--- src/rtl/seq_hit_monitor.sv ---
// seq_hit_monitor: windowed hit counter with sticky threshold alarm and saturating lifetime total.
// Optional min-gap measurement is enabled by defining SEQ_HIT_GAP_MEASURE_EN.
module seq_hit_monitor #(
    parameter int CNT_W   = 8,
    parameter int TOTAL_W = 16,
    parameter int WIN_W   = 8,
    parameter int WINDOW  = 100
) (
    input  logic               clk,
    input  logic               rst,
    input  logic               en,
    input  logic               hit,
    input  logic [CNT_W-1:0]   thresh,
    input  logic               alarm_ack,
    output logic [CNT_W-1:0]   last_count,
    output logic [TOTAL_W-1:0] total_count,
    output logic               win_done,
    output logic               alarm,
    output logic               busy
`ifdef SEQ_HIT_GAP_MEASURE_EN
    ,
    output logic [WIN_W-1:0]   min_gap
`endif
);
    typedef enum logic [1:0] {S_IDLE, S_WINDOW, S_ALARM} state_t;

    localparam logic [CNT_W-1:0]   CNT_MAX = {CNT_W{1'b1}};
    localparam logic [TOTAL_W-1:0] TOT_MAX = {TOTAL_W{1'b1}};
    localparam logic [WIN_W-1:0]   LAST    = WIN_W'(WINDOW - 1);

    state_t             r_state, w_next;
    logic [CNT_W-1:0]   r_win_cnt, w_win_cnt;
    logic [WIN_W-1:0]   r_win_tmr, w_win_tmr;
    logic [CNT_W-1:0]   w_final, w_last;
    logic [TOTAL_W-1:0] w_total;
    logic               w_in_win, w_end, w_trip, w_acc;

    assign w_in_win = (r_state == S_WINDOW) && en;
    assign w_end    = w_in_win && (r_win_tmr == LAST);
    assign w_final  = (hit && r_win_cnt != CNT_MAX) ? r_win_cnt + 1'b1 : r_win_cnt;
    assign w_trip   = (thresh != '0) && (w_final >= thresh);
    assign w_acc    = hit && (w_in_win || r_state == S_ALARM);

    // State register
    always_ff @(posedge clk or negedge rst) begin
        if (!rst) r_state <= S_IDLE;
        else      r_state <= w_next;
    end

    // Next-state: abort on en low in a window, alarm only leaves on ack
    always_comb begin
        w_next = r_state;
        case (r_state)
            S_IDLE:   w_next = en ? S_WINDOW : S_IDLE;
            S_WINDOW: w_next = !en ? S_IDLE : (w_end && w_trip) ? S_ALARM : S_WINDOW;
            S_ALARM:  w_next = !alarm_ack ? S_ALARM : en ? S_WINDOW : S_IDLE;
            default:  w_next = S_IDLE;
        endcase
    end

    // Next values of the window counters and registered outputs; any window entry or end restarts the counters
    always_comb begin
        w_win_tmr = (w_in_win && !w_end) ? r_win_tmr + 1'b1 :
                    (w_end || w_next == S_WINDOW) ? '0 : r_win_tmr;
        w_win_cnt = (w_in_win && !w_end) ? w_final :
                    (w_end || w_next == S_WINDOW) ? '0 : r_win_cnt;
        w_last    = w_end ? w_final : last_count;
        w_total   = (w_acc && total_count != TOT_MAX) ? total_count + 1'b1 : total_count;
    end

    // Datapath and output registers
    always_ff @(posedge clk or negedge rst) begin
        if (!rst) begin
            r_win_cnt   <= '0;
            r_win_tmr   <= '0;
            last_count  <= '0;
            total_count <= '0;
            win_done    <= 1'b0;
            alarm       <= 1'b0;
            busy        <= 1'b0;
        end else begin
            r_win_cnt   <= w_win_cnt;
            r_win_tmr   <= w_win_tmr;
            last_count  <= w_last;
            total_count <= w_total;
            win_done    <= w_end;
            alarm       <= (w_next == S_ALARM);
            busy        <= (w_next != S_IDLE);
        end
    end

`ifdef SEQ_HIT_GAP_MEASURE_EN
    logic [WIN_W-1:0] r_gap;
    logic             r_prev;
    logic [WIN_W:0]   w_gap_inc;

    assign w_gap_inc = {1'b0, r_gap} + 1'b1;

    // Shortest spacing between accepted hits; the previous-hit flag is dropped whenever IDLE is entered
    always_ff @(posedge clk or negedge rst) begin
        if (!rst) begin
            r_gap   <= '0;
            r_prev  <= 1'b0;
            min_gap <= '1;
        end else begin
            if (w_acc) begin
                if (r_prev && w_gap_inc < {1'b0, min_gap}) min_gap <= w_gap_inc[WIN_W-1:0];
                r_gap  <= '0;
                r_prev <= 1'b1;
            end else if (r_state != S_IDLE && r_gap != '1) begin
                r_gap <= r_gap + 1'b1;
            end
            if (w_next == S_IDLE) r_prev <= 1'b0;
        end
    end
`endif
endmodule

--- config.mk ---
export PLATFORM = sky130hd
export DESIGN_NAME = seq_hit_monitor
export DESIGN_NICKNAME = d
export VERILOG_FILES = /design/src/rtl/seq_hit_monitor.sv
export SDC_FILE = /design/constraint.sdc
export NUM_CORES = 1
export LEC_CHECK = 0
export CAP_MARGIN = 10
export CORE_UTILIZATION = 45
export CTS_CLUSTER_SIZE = 20
export DETAILED_ROUTE_END_ITERATION = 10
export GPL_ROUTABILITY_DRIVEN = 0
export PLACE_DENSITY = 0.67
export SETUP_SLACK_MARGIN = 0.5
export SYNTH_ARGS = -nofsm -noshare
export SYNTH_HDL_FRONTEND = slang
export SYNTH_SLANG_ARGS = --single-unit
--- constraint.sdc ---
create_clock -name clk -period 3.15 [get_ports clk]
set_input_delay 0.4725 -clock clk [delete_from_list [all_inputs] [get_ports clk]]
set_output_delay 0.4725 -clock clk [all_outputs]
set_load 0.02 [all_outputs]
==> flow_metrics.env <==
export IMPL_drc=0
export IMPL_dr_pass1_iters=6
export IMPL_viasPerCell=5.57
export IMPL_synthArstFlopShare_pct=100
export IMPL_n_antenna_cell=0
export IMPL_cts_buffer_depth=2
export IMPL_p_leak_nw=1.46
export IMPL_root_buffer="clkbuf_8"
export IMPL_hold_ws_ns=0.333
export IMPL_seqCellArea_sq_um=1130
export IMPL_core_area_sq_um=5240
export IMPL_rsz0062_at_grt="false"
export IMPL_r2r_setup_slack_ns=0.58
export IMPL_grt_max_degree=46
export IMPL_clkTransAtPathRegs_ns=0.09
export IMPL_path_class="flip-flop to flip-flop"
export IMPL_ir_worst_vdd_uv=259
export IMPL_yosysTopAreaCell="dfrtp_1"
export IMPL_synth_nets=263
export IMPL_r2r_end="r_state[1]"
export IMPL_synth_edf_count=0
export IMPL_die_y_microns=76.6
export IMPL_start_util_pct=47.9
export IMPL_endpoint_kind="flip-flop"
export IMPL_slew_violations=0
export IMPL_hold_violations=0
export IMPL_setup_viol=0
export IMPL_cp_slowest_cell="dfrtp_2"
export IMPL_final_common_cell="dfrtp_1"
export IMPL_power_density_nw_per_um2=435
export IMPL_multi_input_area_sq_um=1380
export IMPL_avgSynthCellArea_sq_um=10.5
export IMPL_globalRouteOverflowTotal=0
export IMPL_grt_pass1_wl_microns=8810
export IMPL_area_delta_synth_final_pct=28.2
export IMPL_vias=1999
export IMPL_period_minus_slack_ns=2.57
export IMPL_r2r_start="r_win_cnt[0]"
export IMPL_initialDrtViolationCount=90
export IMPL_fin_worst_skew_ns=0.00688
export IMPL_worstMarginPinSlew_ns=0.989
export IMPL_dpl_hpwl_microns=3740
export IMPL_min_period_over_period_pct=81.6
export IMPL_synth_main_ff_cell="dfrtp_1"
export IMPL_r2r_cells=9
export IMPL_cp_slowest_stage_delay_ns=0.43
export IMPL_final_nets=312
export IMPL_synthDistinctLibCells=54
export IMPL_ys_ff_latch=45
export IMPL_cp_start_kind="flip-flop"
export IMPL_outcome="complete, no violations"
export IMPL_final_cell_mix="dfrtp_1 (44), clkdlybuf4s50_1 (37), nand2_1 (18)"
export IMPL_yosys_area_top_type_share_pct=44.9
export IMPL_track_usage_pct=19.1
export IMPL_cts_sinks=45
export IMPL_clk_latency_ns=0.30
export IMPL_port_buffers=39
export IMPL_netlist_top_cells_area="dfrtp_1 (45%), ha_1 (5.5%), xor2_1 (3.8%), nand2_1 (2.7%), mux2_2 (2.7%)"
export IMPL_hp_class="input port to asynchronous set/reset pin"
export IMPL_max_freq_ghz=0.389
export IMPL_h_tree_depth=2
export IMPL_crit_path_cell_trace="ha_4, nand4_1, o21ai_2, xor2_2, ha_1, nand2b_1, a2111oi_4, o31ai_2, a31o_1"
export IMPL_synthCells=239
export IMPL_routed_wl_microns=5230
export IMPL_die_w_microns=76.6
export IMPL_cp_arrival_ns=2.76
export IMPL_antenna_found_initial=0
export IMPL_grt_pass1_vias=1876
export IMPL_crit_required_ns=3.34
export IMPL_drive_above_1_share_pct=14.5
export IMPL_seq_area_frac_synth_pct=44.9
export IMPL_design_portCount=40
export IMPL_drv_cap=0
export IMPL_syn_area_sq_um=2510
export IMPL_fillers=427
export IMPL_setup_tns_ns=0
export IMPL_wl_per_cell_microns=14.6
export IMPL_cp_max_fo=4
export IMPL_cts_tree="done"
export IMPL_postRouteAntennaNets=0
export IMPL_cts_buffers=5
export IMPL_slew_headroom_pct=34.1
export IMPL_rows=26
export IMPL_yosys_warnings=0
export IMPL_dieArea_sq_um=5870
==> cells in the mapped netlist, types with 6 or more instances <==
library cell  count
dfrtp_1          45
xor2_1           11
xnor2_1           7
ha_1             11
inv_1            14
nand4_1           6
nor2_1            7
a21oi_1          10
a21o_1            6
nand2_1          18
mux2_2            6
nand3_1           9
==> where the power goes <==
group	switching [mW]	internal, mW	total [mW]
registers	0.0558	0.615	0.671
logic	0.136	0.138	0.274
clock network	0.197	0.258	0.454
==> worst max-delay path, delay by kind of cell (launching register included) <==
kind / cells / cell delay, ns
AO/OA/AOI/OAI: 4 / 1.02
XOR/XNOR: 1 / 0.21
adder cells (fa/ha/maj): 2 / 0.41
flip-flops: 1 / 0.43
AND/OR/NAND/NOR: 2 / 0.39
==> what timing repair did <==
item                       in CTS  in global routing
resized for setup               7                  9
setup endpoints to repair       3                  3
setup buffers                   2                  3
hold endpoints to repair        0                  0
hold buffers                    0                  0
pin swaps                       1                  4
==> worst max path at each step <==
stage                       from  slack, ns  depth (start not counted)    endpoint
CTS                          hit       0.53                          9  r_state[1]
detailed placement           hit       0.19                          9  r_state[1]
global placement    r_win_cnt[0]       0.28                          9  r_state[1]
floorplan           r_win_cnt[0]       0.60                          8       alarm
global route        r_win_cnt[0]       0.47                          9       alarm
finish              r_win_cnt[0]       0.58                          9  r_state[1]
==> logic make-up (layout without fill, tap and decap cells) <==
| group | after synthesis | after routing | share of synthesized area [%] |
|---|---|---|---|
| flops | 45 | 45 | 44.9 |
| fa+ha+maj | 11 | 11 | 5.49 |
| mux | 14 | 14 | 6.29 |
| simple gates | 78 | 78 | 18.5 |
| xor+xnor | 18 | 18 | 6.29 |
| compound gates | 54 | 54 | 15.3 |
| buf+inv | 19 | 69 | 3.24 |
==> registers in the layout (all words and copies together) (netlist names) <==
name         cells
busy             1
alarm            1
win_done         1
total_count     16
r_state          2
r_win_tmr        8
r_win_cnt        8
last_count       8
==> metal layers <==
metal / vias up / share of wire [%] / track usage, %
met1: 966 / 46 / 24.8
met4: 0 / 1.1 / 6.54
met2: 43 / 50 / 31.5
met3: 6 / 3.4 / 3.95
li1: 984 / - / -
met5: - / 0 / 0
==> area by class of cell <==
| cell class | instances | share of cell area (%) |
|---|---|---|
| timing repair buffer | 47 | 13.9 |
| tap | 70 | 2.72 |
| multi-input combinational | 175 | 42.9 |
| inverter | 14 | 1.63 |
| clock buffer | 6 | 2.57 |
| clock inverter | 2 | 1.17 |
| sequential | 45 | 35.1 |
==> through the flow <==
step	power (mW)	std cells	setup slack [ns]	instance area, sq um	utilization (%)
final	1.40	359	0.580	3220	61.4
after global routing	1.48	359	0.473	3220	61.4
after CTS	1.39	356	0.534	3140	59.9
after detailed placement	0.930	346	0.190	2970	56.8
after global placement	0.919	346	0.281	2970	56.8
after floorplan	0.800	239	0.596	2510	-
No activity file was read; power rests on OpenSTA's default activity.
